**config.mk**
```make
export PLATFORM = sky130hd
export DESIGN_NAME = alu_seq
export DESIGN_NICKNAME = d
export VERILOG_FILES = /design/src/rtl/alu_seq.sv
export SDC_FILE = /design/constraint.sdc
export NUM_CORES = 1
export LEC_CHECK = 0
export BUFFER_PORTS_ARGS = -buffer_cell sky130_fd_sc_hd__buf_2
export CORE_MARGIN = 8
export CORE_UTILIZATION = 45
export DETAILED_ROUTE_END_ITERATION = 8
export GPL_ROUTABILITY_DRIVEN = 0
export GPL_TIMING_DRIVEN = 0
export HOLD_SLACK_MARGIN = 0.12
export PLACE_DENSITY_LB_ADDON = 0.25
export SLEW_MARGIN = 25
export SYNTH_ARGS = -nofsm -noshare
export SYNTH_HDL_FRONTEND = slang
export SYNTH_SLANG_ARGS = --single-unit
```
**constraint.sdc**
```tcl
create_clock -name clk -period 2.66 [get_ports clk]
set_clock_uncertainty 0.05 [all_clocks]
set_input_delay 0 -clock clk [delete_from_list [all_inputs] [get_ports clk]]
set_output_delay 0 -clock clk [all_outputs]
set_load 0.02 [all_outputs]
```
**src/rtl/alu_seq.sv**
```systemverilog
// alu_seq: registered, handshaked 6502-style ALU with an internal {N,V,Z,C} flag register.
// Define ALU_SEQ_DECIMAL_EN to add nibble-serial BCD ADC/SBC (dec=1) through the DADJ state.
module alu_seq #(
  parameter int N = 8
) (
  input  logic         clk,
  input  logic         rst,
  input  logic         in_valid,
  output logic         in_ready,
  input  logic [3:0]   op,
  input  logic [N-1:0] a,
  input  logic [N-1:0] mem,
  input  logic         tgt,
  input  logic         dec,
  input  logic         flag_wr,
  input  logic [3:0]   flag_din,
  output logic         out_valid,
  input  logic         out_ready,
  output logic [N-1:0] result,
  output logic [3:0]   flags
);

  localparam logic [3:0] OP_ADC = 4'h0, OP_SBC = 4'h1, OP_AND = 4'h2, OP_ORA = 4'h3,
                         OP_EOR = 4'h4, OP_ASL = 4'h5, OP_LSR = 4'h6, OP_ROL = 4'h7,
                         OP_ROR = 4'h8, OP_CMP = 4'h9, OP_INC = 4'hA, OP_DEC = 4'hB;

`ifdef ALU_SEQ_DECIMAL_EN
  typedef enum logic [1:0] {S_IDLE, S_DADJ, S_DONE} state_e;
`else
  typedef enum logic [0:0] {S_IDLE, S_DONE} state_e;
`endif

  state_e state, state_nx, acc_state;
  logic   accept;
  logic   dec_go, dec_done;
  logic [N-1:0] dec_res;
  logic [3:0]   dec_flags;

  assign in_ready  = ((state == S_IDLE) | ((state == S_DONE) & out_ready)) & ~flag_wr;
  assign out_valid = (state == S_DONE);
  assign accept    = in_valid & in_ready;

  // Binary datapath: evaluated on the live inputs, registered at the accept edge.
  logic [N-1:0] src, m_eff, bin_res, zn_val;
  logic [N:0]   sum;
  logic [3:0]   bin_flags;
  logic         c_in, v_bin;

  always_comb begin
    // NOTE: every signal written here gets a default first, so no path can infer a latch.
    src       = tgt ? mem : a;
    c_in      = flags[0];
    m_eff     = (op == OP_SBC || op == OP_CMP) ? ~mem : mem;
    sum       = {1'b0, a} + {1'b0, m_eff} + {{N{1'b0}}, (op == OP_CMP) ? 1'b1 : c_in};
    v_bin     = (a[N-1] ^ sum[N-1]) & (m_eff[N-1] ^ sum[N-1]);
    bin_res   = a;
    bin_flags = flags;
    case (op)
      OP_ADC, OP_SBC: begin
        bin_res      = sum[N-1:0];
        bin_flags[0] = sum[N];
        bin_flags[2] = v_bin;
      end
      OP_CMP: bin_flags[0] = sum[N];
      OP_AND: bin_res = a & mem;
      OP_ORA: bin_res = a | mem;
      OP_EOR: bin_res = a ^ mem;
      OP_ASL: begin bin_res = {src[N-2:0], 1'b0}; bin_flags[0] = src[N-1]; end
      OP_LSR: begin bin_res = {1'b0, src[N-1:1]}; bin_flags[0] = src[0];   end
      OP_ROL: begin bin_res = {src[N-2:0], c_in}; bin_flags[0] = src[N-1]; end
      OP_ROR: begin bin_res = {c_in, src[N-1:1]}; bin_flags[0] = src[0];   end
      OP_INC: bin_res = src + {{(N-1){1'b0}}, 1'b1};
      OP_DEC: bin_res = src - {{(N-1){1'b0}}, 1'b1};
      default: ;
    endcase
    zn_val = (op == OP_CMP) ? sum[N-1:0] : bin_res;
    if (op <= OP_DEC) begin
      bin_flags[1] = (zn_val == '0);
      bin_flags[3] = zn_val[N-1];
    end
  end

`ifdef ALU_SEQ_DECIMAL_EN
  localparam int NIBS = N / 4;
  localparam int IW   = (NIBS > 1) ? $clog2(NIBS) : 1;

  logic [N-1:0]  a_q, m_q, dres_q, dec_word;
  logic          sub_q, carry_q, v_q;
  logic [IW-1:0] nib_idx, idx;
  logic [3:0]    nib_a, nib_m, nib_t;
  logic [4:0]    t5;
  logic          nib_c, nib_sub, nib_cout, last, v_fin;

  // Nibble 0 is adjusted on the live operands at accept; DADJ walks the captured ones.
  always_comb begin
    if (state == S_DADJ) begin
      idx     = nib_idx;
      nib_a   = a_q[{idx, 2'b00} +: 4];
      nib_m   = m_q[{idx, 2'b00} +: 4];
      nib_c   = carry_q;
      nib_sub = sub_q;
      last    = (nib_idx == IW'(NIBS - 1));
      v_fin   = v_q;
    end else begin
      idx     = '0;
      nib_a   = a[3:0];
      nib_m   = mem[3:0];
      nib_c   = flags[0];
      nib_sub = (op == OP_SBC);
      last    = (NIBS == 1);
      v_fin   = v_bin;
    end
    if (nib_sub) begin
      t5       = {1'b0, nib_a} - {1'b0, nib_m} - {4'b0, ~nib_c};
      nib_cout = ~t5[4];
      nib_t    = t5[4] ? t5[3:0] - 4'd6 : t5[3:0];
    end else begin
      t5       = {1'b0, nib_a} + {1'b0, nib_m} + {4'b0, nib_c};
      nib_cout = (t5 > 5'd9);
      nib_t    = nib_cout ? t5[3:0] + 4'd6 : t5[3:0];
    end
    dec_word = (state == S_DADJ) ? dres_q : '0;
    dec_word[{idx, 2'b00} +: 4] = nib_t;
  end

  assign dec_go    = dec & (op == OP_ADC || op == OP_SBC);
  assign dec_done  = ((state == S_DADJ) & last) | (accept & dec_go & last);
  assign dec_res   = dec_word;
  assign dec_flags = {dec_word[N-1], v_fin, dec_word == '0, nib_cout};
  assign acc_state = (dec_go & ~last) ? S_DADJ : S_DONE;

  always_ff @(posedge clk or posedge rst) begin
    if (rst) begin
      a_q     <= '0;
      m_q     <= '0;
      dres_q  <= '0;
      sub_q   <= 1'b0;
      carry_q <= 1'b0;
      v_q     <= 1'b0;
      nib_idx <= '0;
    end else if (accept && dec_go) begin
      a_q     <= a;
      m_q     <= mem;
      sub_q   <= (op == OP_SBC);
      carry_q <= nib_cout;
      v_q     <= v_bin;
      dres_q  <= dec_word;
      nib_idx <= IW'(1);
    end else if (state == S_DADJ) begin
      carry_q <= nib_cout;
      dres_q  <= dec_word;
      nib_idx <= nib_idx + 1'b1;
    end
  end
`else
  logic unused_dec;
  assign unused_dec = dec;
  assign dec_go     = 1'b0;
  assign dec_done   = 1'b0;
  assign dec_res    = '0;
  assign dec_flags  = '0;
  assign acc_state  = S_DONE;
`endif

  always_comb begin
    state_nx = state;
    case (state)
      S_IDLE: if (accept) state_nx = acc_state;
`ifdef ALU_SEQ_DECIMAL_EN
      S_DADJ: if (dec_done) state_nx = S_DONE;
`endif
      S_DONE: begin
        if (accept)         state_nx = acc_state;
        else if (out_ready) state_nx = S_IDLE;
      end
      default: state_nx = S_IDLE;
    endcase
  end

  always_ff @(posedge clk or posedge rst) begin
    if (rst) begin
      state  <= S_IDLE;
      result <= '0;
      flags  <= 4'b0000;
    end else begin
      // NOTE: non-blocking assignments keep every register sampling pre-edge values.
      state <= state_nx;
      if (dec_done) begin
        result <= dec_res;
        flags  <= dec_flags;
      end else if (accept && !dec_go) begin
        result <= bin_res;
        flags  <= bin_flags;
      end else if (flag_wr && state == S_IDLE) begin
        flags <= flag_din;
      end
    end
  end

endmodule

```
# --- Word-level counts from Yosys, hierarchy flattened ---
# Index checks and enable logic that the tools add are counted.
op_classes:
  n_reduce_logical: 12
  n_mul: 0
  n_shift: 0
  n_eq_ne: 14
  muxes: 15
  magnitude_cmp: 1
  addsub: 4
  div_mod_pow: 0
  bitwise: 13
op_table:
  columns: ["op", "count"]
  rows:
  - ["$pmux 8 s10", 1]
  - ["$mux 8", 3]
  - ["$eq 4x3->1 const B", 4]
  - ["$eq 4x4->1 const B", 4]
  - ["$add 8x8->9", 1]
  - ["$add 9x1->9", 1]
  - ["$add 8x1->8 const B", 1]
  - ["$and 8x8->8", 1]
  - ["$eq 4x2->1 const B", 2]
  - ["$logic_not 8->1", 1]
  - ["$mux 4", 2]
  - ["$not 8->8", 1]
  - ["$or 8x8->8", 1]
  - ["$sub 8x1->8 const B", 1]
  - ["$xor 8x8->8", 1]
  - ["$mux 1", 7]
  - ["$reduce_and 2->1", 3]
  - ["$reduce_or 2->1", 3]
  - ["$and 1x1->1", 4]
  - ["$eq 4x1->1 const B", 1]
  - ["$le 4x4->1 const B", 1]
  - ["$logic_not 4->1", 1]
  - ["$ne 2x1->1 const B", 2]
  - ["$ne 4x4->1 const B", 1]
  - ["9 further kinds", 11]
totals:
  romBits: 0
  register_bits: 13
  latch_bits: 0
  output_inout_bits: 14
  ram_bits: 0
  n_memories: 0
  elab_cells: 64
  in_bits: 31

# --- Logic depth before layout (Yosys ltp) ---
# Gate-level depths: netlist of the first run.
depth:
  ltp_word: 10
  mapped_depth: 15
  depth_no_buf: 14

# --- Worst setup path before layout of the first run ---
# No wires, ideal clock.
synth_timing:
  kind: "input-to-reg"
  startpoint: "input port op[1]"
  endpoint: "register flags[1]"
  path_buffers: 2
  setup_slack_ps: -772
  t_required_ps: 2518
  arrival_time_ps: 3291
  setup_ps: 92
  path_stages: 14
  path_cell_list: "buf_2 -> nor3b_2 -> buf_1 -> xnor2_1 -> fa_1 -> inv_1 -> fa_1 -> xnor2_1 -> or4b_1 -> or3_1 -> or3_1 -> a21oi_1 -> nand4_1 -> o31ai_2"
synth_between:
  elab_chain_len: 10
  word_cells_on_any_way: 26
  cone_classes: "add/sub: 2; order compare: 1; eq/ne: 12; mux: 6; reduce/logical: 5"
synth_lines:
  columns: ["item", "line_no", "rtl"]
  rows:
  - ["from (decl)", "10", "input logic [3:0] op,"]
  - ["$eq 4x1->1 / $eq 4x4->1 (equally long branches)", null, null]
  - ["$logic_or 1x1->1", "53", "m_eff = (op == OP_SBC || op == OP_CMP) ? ~mem : mem;"]
  - ["$mux 8", "53", null]
  - ["$add 8x8->9", "54", "sum = {1'b0, a} + {1'b0, m_eff} + {{N{1'b0}}, (op == OP_CMP) ? 1'b1 : c_in};"]
  - ["$add 9x1->9", "54", null]
  - ["$pmux 8 s10", "58", "case (op)"]
  - ["$mux 8", "76", "zn_val = (op == OP_CMP) ? sum[N-1:0] : bin_res;"]
  - ["$logic_not 8->1", "78", "bin_flags[1] = (zn_val == '0);"]
  - ["$mux 1", "77", "if (op <= OP_DEC) begin"]
  - ["$mux 4", "191", "end else if (accept && !dec_go) begin"]
  - ["to (signal assigned)", "190", "flags <= dec_flags;"]
  - ["to (signal assigned)", "193", "flags <= bin_flags;"]
  - ["to (signal assigned)", "195", "flags <= flag_din;"]
  - ["to (decl)", "20", "output logic [3:0] flags"]
# Parallel ways exist; a longest one is shown, timed or not. The select of a mux whose other input is x is not followed.
# A chain may end at the register's enable or synchronous reset.

# --- Worst setup path after layout of the first run ---
layout_timing:
  startpoint: "register flags[0]"
  endpoint: "register flags[1]"
layout_between:
  elab_chain_len: 7
layout_lines:
  columns: ["item", "line_no"]
  rows:
  - ["$mux 1", "54"]
  - ["$add 9x1->9", "54"]
  - ["$pmux 8 s10", "58"]
  - ["$mux 8 (*)", "76"]
  - ["$logic_not 8->1 (*)", "78"]
  - ["$mux 1 (*)", "77"]
  - ["$mux 4 (*)", "191"]
# Every way passes the cells marked *; elsewhere a longest branch is shown, timed or not. The select of a mux whose other input is x is not followed.

==> reports/results.txt, run 1 <==
Fill cells in the final layout number 469. Fraction of power spent switching nets: 0.434. The netlist uses 57 different library cells. The run gives 8000 sq um as the overall die area. The number of pins exceeding their max-slew limit in the final report came out at 0. Dominant synthesized flop cell: sky130_fd_sc_hd__dfrtp_1.

In the routed layout, each cell is associated on average with a via count of 5.90. Summed over all instances, the cell type with the most area after synthesis is sky130_fd_sc_hd__ha_1. For the final count of negative-setup-slack endpoints, the log shows 6. The tool flagged a number of max-cap violations equal to 0. The share of the core filled with cells came out at 0.612. For the sequential fraction of the synthesis area, the log shows 0.134. The HPWL after detailed placement is 6030 um. The count of input and output buffers is 42. The die is 89.4 um wide. The logs give 2.76 ns for the critical path required time and 2 for the maximum buffer depth of the clock tree. After layout, the minimum clock period comes to 3.12 ns. The startpoint of the worst-slack reg-to-reg timing path was flags[0]. Setup repair after global routing could not meet its margin everywhere. The fraction of synthesized cell area taken by the top area cell type is 0.139. The initial antenna violation count is 0. The logs give 0 for the total DRC errors in the routed layout and 330 for the number of instances in the synthesized netlist. The number of hold-slack violations in the final timing report was 0; the initial cell density of the core was 0.469. The run finished, with violations left. The fraction of synthesis flops using an asynchronous set or reset pin was 1.00; the worst path setup slack after routing was -0.457 ns. The checks that failed: setup timing.

The repair_antennas step left the layout with diodes totalling 0. For this block, the via count after detailed routing is 2754. The tools report the endpoint of the worst register-to-register path as flags[1].

Summed over all layers, the global routing overflow is 0. The end point of the critical path was flags[1]. In the post-synthesis netlist, the biggest area contributors are sky130_fd_sc_hd__ha_1 14%, sky130_fd_sc_hd__dfrtp_1 13%, sky130_fd_sc_hd__xnor2_1 6.5%, sky130_fd_sc_hd__nand2_1 5.3%, sky130_fd_sc_hd__o21ai_0 5.2%. The final critical-path share of the clock period was 1.17; the total of warnings raised by yosys was 0.

For the leakage power figure, the log shows 1.43 nW. The logs give 0.634 for the proportion of power drawn by combinational gates and 0.202 for the total global routing track utilization. The pin count of the biggest net entering global routing was 14. The count of clock tree sinks was 13.

The path class of the tightest hold or removal check is in -> reg. The growth of design area from synthesis to finish was 30.5%. The number of global-route vias before repair was 2726; the average cell area after synthesis was 7.36 sq um. The internal cell power was 0.000665 W.

The tools report the net count of the mapped netlist as 391. Before antenna repair, the detailed router went through 5 iterations. Dividing total power by cell area gives a power density of 371 nW/um^2. The total wire length was 7840 um. Tracing the worst setup path back leads to its startpoint at flags[0]. After clock tree synthesis, the clock-pin slew on the worst setup and hold paths is 0.05 ns. Of all nets on the critical path, the largest fanout is 2. The sequential cells in the finished layout cover a total of 325 sq um. The worst setup path is captured at a register.

At the pin with the least slew margin, the transition time is 0.947 ns. The tools report the worst hold slack as 0.126 ns. The category of the critical setup timing path is reg -> reg.

Timing analysis after detailed placement gives a worst setup slack of -0.894 ns. Clock latency on the worst-skew pair, taken at its later pin, is 0.24 ns. Cell at the root of the clock tree: sky130_fd_sc_hd__clkbuf_8. The core box area was 5170 sq um; the area of combinational cells with multiple inputs was 2120 sq um. The run gives 0.360 as the tightest slew margin relative to the limit. TritonCTS built the clock tree. The tools report the total I/O pin count as 45. STA puts the critical path data arrival time at 3.22 ns.

VDD sags by at most 0.234 mV. The global-route wire length before repair came out at 12700 um. The share of post-route cells with drive strength above 1 works out to 0.254. Dividing the detail-routed wire length by the instance count gives 16.8 um. For the level count of the clock H-tree, the log shows 1. For this run, the top clock speed supported by timing is 321 MHz.

The worst reg2reg path depth came out at 11. The run gives 0.146 as the power share of the clock group. The part of the total power dissipated in sequential elements is 0.221. The detail route stage leaves a number of antenna-violating nets equal to 0. In this run the vertical extent of the chip is 89.4 um. At the end of the flow, the number of nets in the layout was 459. The synthesized design contains 13 register bits. In this run the cell area of the synthesized design comes to 2430 sq um.

In this run, the number of DRC markers left after iteration 0 of detailed routing was 363. The number of clock buffers added by TritonCTS is 3. Switching component of the power: 0.000510 W.

The run gives 26 as the total number of placement rows. The number of synthesized flops with an enable pin was 0; the reg2reg setup slack was -0.46 ns. The launching element type of the critical path was a register.
-- placed cells by master, fill, tap and decap left out, types with 3 or more instances in the layout --
master,count
sky130_fd_sc_hd__nor2_1,26
sky130_fd_sc_hd__clkbuf_8,3
sky130_fd_sc_hd__xnor2_1,14
sky130_fd_sc_hd__o21a_1,3
sky130_fd_sc_hd__buf_2,43
sky130_fd_sc_hd__xnor2_2,3
sky130_fd_sc_hd__o21ai_0,21
sky130_fd_sc_hd__xor2_2,3
sky130_fd_sc_hd__or2_2,3
sky130_fd_sc_hd__buf_6,5
sky130_fd_sc_hd__a21oi_1,20
sky130_fd_sc_hd__o211ai_1,5
sky130_fd_sc_hd__a31oi_1,3
sky130_fd_sc_hd__o21ai_1,3
sky130_fd_sc_hd__nand2b_1,6
sky130_fd_sc_hd__mux2_2,6
sky130_fd_sc_hd__o22ai_1,5
sky130_fd_sc_hd__dlygate4sd3_1,8
sky130_fd_sc_hd__and3_1,3
sky130_fd_sc_hd__nor2b_1,7
sky130_fd_sc_hd__a21o_1,3
sky130_fd_sc_hd__buf_4,10
sky130_fd_sc_hd__dfrtp_1,13
sky130_fd_sc_hd__mux2i_1,4
sky130_fd_sc_hd__nand2_1,33
sky130_fd_sc_hd__a211oi_1,9
sky130_fd_sc_hd__a22oi_1,3
sky130_fd_sc_hd__nand4_1,3
sky130_fd_sc_hd__ha_1,27
sky130_fd_sc_hd__inv_1,26
sky130_fd_sc_hd__clkbuf_1,14
sky130_fd_sc_hd__a311oi_1,3
-- how the worst min path moves through the flow --
stage | startpoint | endpoint | slack, ns | depth (start not counted)
after floorplan | rst | flags[0] | -0.17 | 1
after global placement | rst | out_valid | -0.02 | 2
after detailed placement | rst | out_valid | -0.02 | 2
after CTS | in_valid | result[6] | 0.13 | 3
after global routing | in_valid | result[6] | 0.16 | 3
final | in_valid | result[6] | 0.13 | 3
-- cell type report --
| class | count | share of cell area |
|---|---|---|
| buffer | 17 | 0.0257 |
| inverter | 27 | 0.0320 |
| multi-input combinational | 273 | 0.669 |
| sequential | 13 | 0.103 |
| timing repair buffer | 63 | 0.129 |
| clock buffer | 4 | 0.0142 |
| tap | 70 | 0.0277 |
-- power groups by stage --
stage               clock network (W)  logic (W)  registers, W
floorplan                           0   0.000379      0.000311
global placement                    0   0.000599      0.000261
detailed placement                  0   0.000609      0.000264
CTS                          0.000174   0.000681      0.000259
global route                 0.000186   0.000810      0.000265
finish                       0.000171   0.000745      0.000259
-- synthesized netlist by cell type, types with 4 or more instances --
cell type                  instances
sky130_fd_sc_hd__a211oi_1          9
sky130_fd_sc_hd__a21oi_1          23
sky130_fd_sc_hd__clkbuf_1         13
sky130_fd_sc_hd__dfrtp_1          13
sky130_fd_sc_hd__ha_1             27
sky130_fd_sc_hd__inv_1            27
sky130_fd_sc_hd__mux2_2            7
sky130_fd_sc_hd__mux2i_1           4
sky130_fd_sc_hd__nand2_1          34
sky130_fd_sc_hd__nand2b_1          7
sky130_fd_sc_hd__nor2_1           27
sky130_fd_sc_hd__nor2b_1           8
sky130_fd_sc_hd__o211ai_1          5
sky130_fd_sc_hd__o21ai_0          25
sky130_fd_sc_hd__o22ai_1           6
sky130_fd_sc_hd__or3_1             4
sky130_fd_sc_hd__xnor2_1          18
sky130_fd_sc_hd__xor2_1            4
-- logic make-up (layout without fill, tap and decap cells) --
logic type,Yosys count,count (layout),synth area share
muxes,11,11,0.0490
AOI/OAI and AO/OA,106,106,0.290
DFF,13,13,0.134
and+or+nand+nor,104,104,0.214
xor gates and xnor gates,22,22,0.0794
adders and majority gates,30,30,0.164
buffers and inverters,44,111,0.0696
-- sequential cells by signal, summed over array words and instances (netlist names) --
| register | flops |
|---|---|
| flags | 4 |
| result | 8 |
| out_valid | 1 |
-- layer usage --
metal	vias to the layer above	routed length, um	part of all wire	track usage
met1	1274	3350	0.43	0.251
li1	1330	-	-	-
met4	0	172	0.022	0.0725
met2	132	3690	0.47	0.352
met5	-	0	0	0
met3	18	630	0.080	0.0211
-- what timing repair did --
item	in CTS	in global routing
cloned	0	0
hold endpoints to repair	18	0
resized for setup	23	15
setup endpoints to repair	6	8
hold buffers	8	0
buffers inserted	9	4
pin swaps	16	11
-- stage by stage --
step	power [W]	cell area, sq um	instances	setup TNS [ns]
after floorplan	0.000689	2460	330	-0.408
after global placement	0.000860	2760	442	-2.93
after detailed placement	0.000872	2760	442	-3.27
after CTS	0.00111	3060	463	-0.675
after global routing	0.00126	3170	467	-1.98
final	0.00118	3170	467	-1.01
-- critical path: stages, from the launching register on --
cell,delay [ns]
sky130_fd_sc_hd__dfrtp_1,0.39
sky130_fd_sc_hd__nand2b_4,0.14
sky130_fd_sc_hd__fa_2,0.21
sky130_fd_sc_hd__inv_2,0.04
sky130_fd_sc_hd__fa_2,0.36
sky130_fd_sc_hd__xnor2_2,0.17
sky130_fd_sc_hd__or4b_4,0.53
sky130_fd_sc_hd__or3_4,0.36
sky130_fd_sc_hd__or3_4,0.35
sky130_fd_sc_hd__o21bai_1,0.13
sky130_fd_sc_hd__nand4_1,0.12
sky130_fd_sc_hd__o31ai_2,0.19
Note: power is estimated with default switching activity, not from simulation.
==> run 2: changes to the inputs <==
--- a/config.mk
+++ b/config.mk
@@ -13,6 +13,7 @@
 export GPL_TIMING_DRIVEN = 0
 export HOLD_SLACK_MARGIN = 0.12
 export PLACE_DENSITY_LB_ADDON = 0.25
+export SKIP_LAST_GASP = 1
 export SLEW_MARGIN = 25
 export SYNTH_ARGS = -nofsm -noshare
 export SYNTH_HDL_FRONTEND = slang
==> run 2 against run 1 <==
Net effect: sequential cell count stayed put; sequential share of layout area hardly changed; the flow still finishes with violations (setup timing); critical path type unchanged; count of clock-buffer cells in the layout stayed put; non-clock buffer count stayed put.
==> reports/results.txt, run 2 (synthesis gave the netlist of run 1 again) <==
The tightest slew margin relative to the limit is 0.354 (-0.00607). The number of flip-flops in the largest register is 8 (unchanged), and the post-layout minimum cycle time is 3.12 ns (-0.00135 ns). The tools report the worst setup path startpoint as flags[0]. The peak supply drop came out at 0.234 mV (about the same).

Vias per cell: 5.92 (+0.36%). Walking the worst path, the cells encountered are nand2b_4, fa_2, inv_2, fa_2, xnor2_2, or4b_4, or3_4, or3_4, o21bai_1, nand4_1, o31ai_2. The worst reg2reg path depth is 11 (unchanged). Clock latency on the worst-skew pair: 0.24 ns (about the same). Total wire length: 7870 um (+0.37%). Setup repair after global routing could not meet its margin everywhere. In this run the worst setup path terminates at flags[1]. The total power density per cell area works out to 371 nW/um^2 (about the same). The run finished, with violations left. Number of global-route vias before repair: 2728 (+0.073%). The run gives 0 (unchanged) as the number of hold-slack violations in the final timing report.

The total number of placement rows was 26 (unchanged); the highest clock rate was 321 MHz (about the same). The peak fanout along the critical path was 2 (unchanged); the pin count of the biggest net entering global routing was 14 (unchanged). Largest register by flop count: result.

The total I/O pin count was 45 (unchanged); the count of input and output buffers was 42 (unchanged). Relative to the synthesized area, the layout overhead comes to 30.3%. The total DRC errors in the routed layout is 0 (unchanged), and the average detailed-routed wire length per instance is 16.8 um (+0.37%). The number of detailed-routing iterations run before antenna repair was 7 (+2); the worst path setup slack after routing was -0.456 ns (+0.00135 ns). The tools report the type of destination of the critical path as a register. The tools report the initial antenna violation count as 0 (unchanged). The total global routing track utilization was 0.202 (unchanged); the total instance count after detailed placement was 442 (unchanged). For the leakage power figure, the log shows 1.42 nW (about the same). The level count of the clock H-tree is 1 (unchanged), and the count of nets left with antenna violations after detail routing is 0 (unchanged). The maximum buffer depth of the clock tree was 2 (unchanged). The cell sitting at the root of the clock tree is a sky130_fd_sc_hd__clkbuf_8. Number of fill cells in the layout: 469 (unchanged). The placed wire-length estimate is 6030 um (unchanged), and the remaining global-route overflow is 0 (unchanged). The global-route wire length before repair was 12700 um (unchanged).

The worst setup path is launched from a register. The height of the die is 89.4 um (unchanged), and the reg2reg setup slack is -0.46 ns (about the same). The tools report the core box area as 5170 sq um (unchanged). For the number of violations reported at the end of detailed-routing iteration 0, the log shows 362 (-0.28%). The worst register-to-register path begins at flags[0]. TritonCTS built the clock tree.

The longest individual stage delay on the worst path was 0.52 ns (about the same). The startpoint identified for the worst hold timing path is in_valid. The share of post-route cells with drive strength above 1 is 0.254 (unchanged). By startpoint and endpoint, the worst setup path is classified as reg -> reg. The logs give 459 (unchanged) for the number of nets in the finished design and 0.612 (-0.000726) for the share of the core filled with cells. The critical path required time was 2.76 ns (about the same); the overall die area was 8000 sq um (unchanged). For the count of clock tree sinks, the log shows 13 (unchanged).

The antenna diode instance count was 0 (unchanged). The final critical-path share of the clock period works out to 1.17 (about the same). Most common cell after layout, fill and taps aside: sky130_fd_sc_hd__buf_2. The run gives 0.469 (unchanged) as the initial cell density of the core. The total CTS buffers is 3 (unchanged), and the arrival time reported for the critical path endpoint is 3.22 ns (about the same).

The worst hold path belongs to the class in -> reg. The tools report the post-route non-filler standard cell count as 467 (unchanged). The die span in x is 89.4 um (unchanged). The endpoint identified for the worst register-to-register timing path is flags[1]. Leaving out fill and tap cells, the most frequent cells in the layout are 43 x sky130_fd_sc_hd__buf_2, 33 x sky130_fd_sc_hd__nand2_1, 27 x sky130_fd_sc_hd__ha_1, 26 x sky130_fd_sc_hd__inv_1, 26 x sky130_fd_sc_hd__nor2_1.

The final reports fail on setup timing. The run gives 0 (unchanged) as the number of max-capacitance violations reported. The master of the slowest instance on the critical path is sky130_fd_sc_hd__or4b_4.

The final count of negative-setup-slack endpoints is 6 (unchanged), and the transition time of the tightest slew-check pin is 0.956 ns (+0.00898 ns). For the via total after detailed routing, the log shows 2764 (+0.36%). The clock input transition at the sequential cells of the worst setup and hold paths is 0.05 ns (about the same), and the number of pins exceeding their max-slew limit in the final report is 0 (unchanged).
[run 2: layout make-up]
cell class | instances | area (sq um) | share of cell area
Clock buffer | 4 | 45.0 | 0.0142
Sequential cell | 13 | 325 | 0.103
Inverter | 27 | 101 | 0.0320
Multi-Input combinational cell | 273 | 2120 | 0.669
Buffer | 17 | 81.3 | 0.0257
Tap cell | 70 | 87.6 | 0.0277
Timing Repair Buffer | 63 | 405 | 0.128
[run 2: repair_timing]
action                                 CTS  global route
setup buffers                            9             4
pin swaps                               16            11
endpoints found under the hold margin   18             0
setup endpoints to repair                6             8
gates resized for setup                 21            15
hold buffers                             8             0
[run 2: where the power goes]
part	leakage (nW)	switching, W	internal, W
sequential	0.159	0.0000225	0.000237
combinational	1.24	0.000421	0.000322
clock	0.0228	0.0000657	0.000105
[run 2: metal layers]
metal,track usage,vias up,share of wire
met5,0,-,0
met3,0.0211,20,0.086
met4,0.0725,0,0.027
met1,0.251,1273,0.42
li1,-,1328,-
met2,0.352,143,0.47
[run 2: critical path: cells and delay by family, from the launching register on]
kind / cells / cell delay, ns
DFF: 1 / 0.39
adders and majority gates: 2 / 0.57
buffers and inverters: 1 / 0.04
and+or+nand+nor: 5 / 1.49
AOI/OAI and AO/OA: 2 / 0.32
xor gates and xnor gates: 1 / 0.17
[run 2: worst min path at each step]
stage	end	slack [ns]	cells past startpoint
floorplan	flags[0]	-0.17	1
global route	result[6]	0.16	3
finish	result[6]	0.13	3
detailed placement	out_valid	-0.02	2
CTS	result[6]	0.13	3
global placement	out_valid	-0.02	2
[run 2: through the flow]
stage	worst slack [ns]	total power (W)	hold WS [ns]	area [sq um]	TNS, ns
2_1_floorplan	-0.408	0.000689	-0.173	2460	-0.408
3_3_place_gp	-0.851	0.000860	-0.0186	2760	-2.93
3_5_place_dp	-0.894	0.000872	-0.0183	2760	-3.27
4_1_cts	-0.423	0.00111	0.133	3050	-0.729
5_1_grt	-0.573	0.00126	0.157	3160	-2.02
6_report	-0.456	0.00117	0.129	3160	-1.02
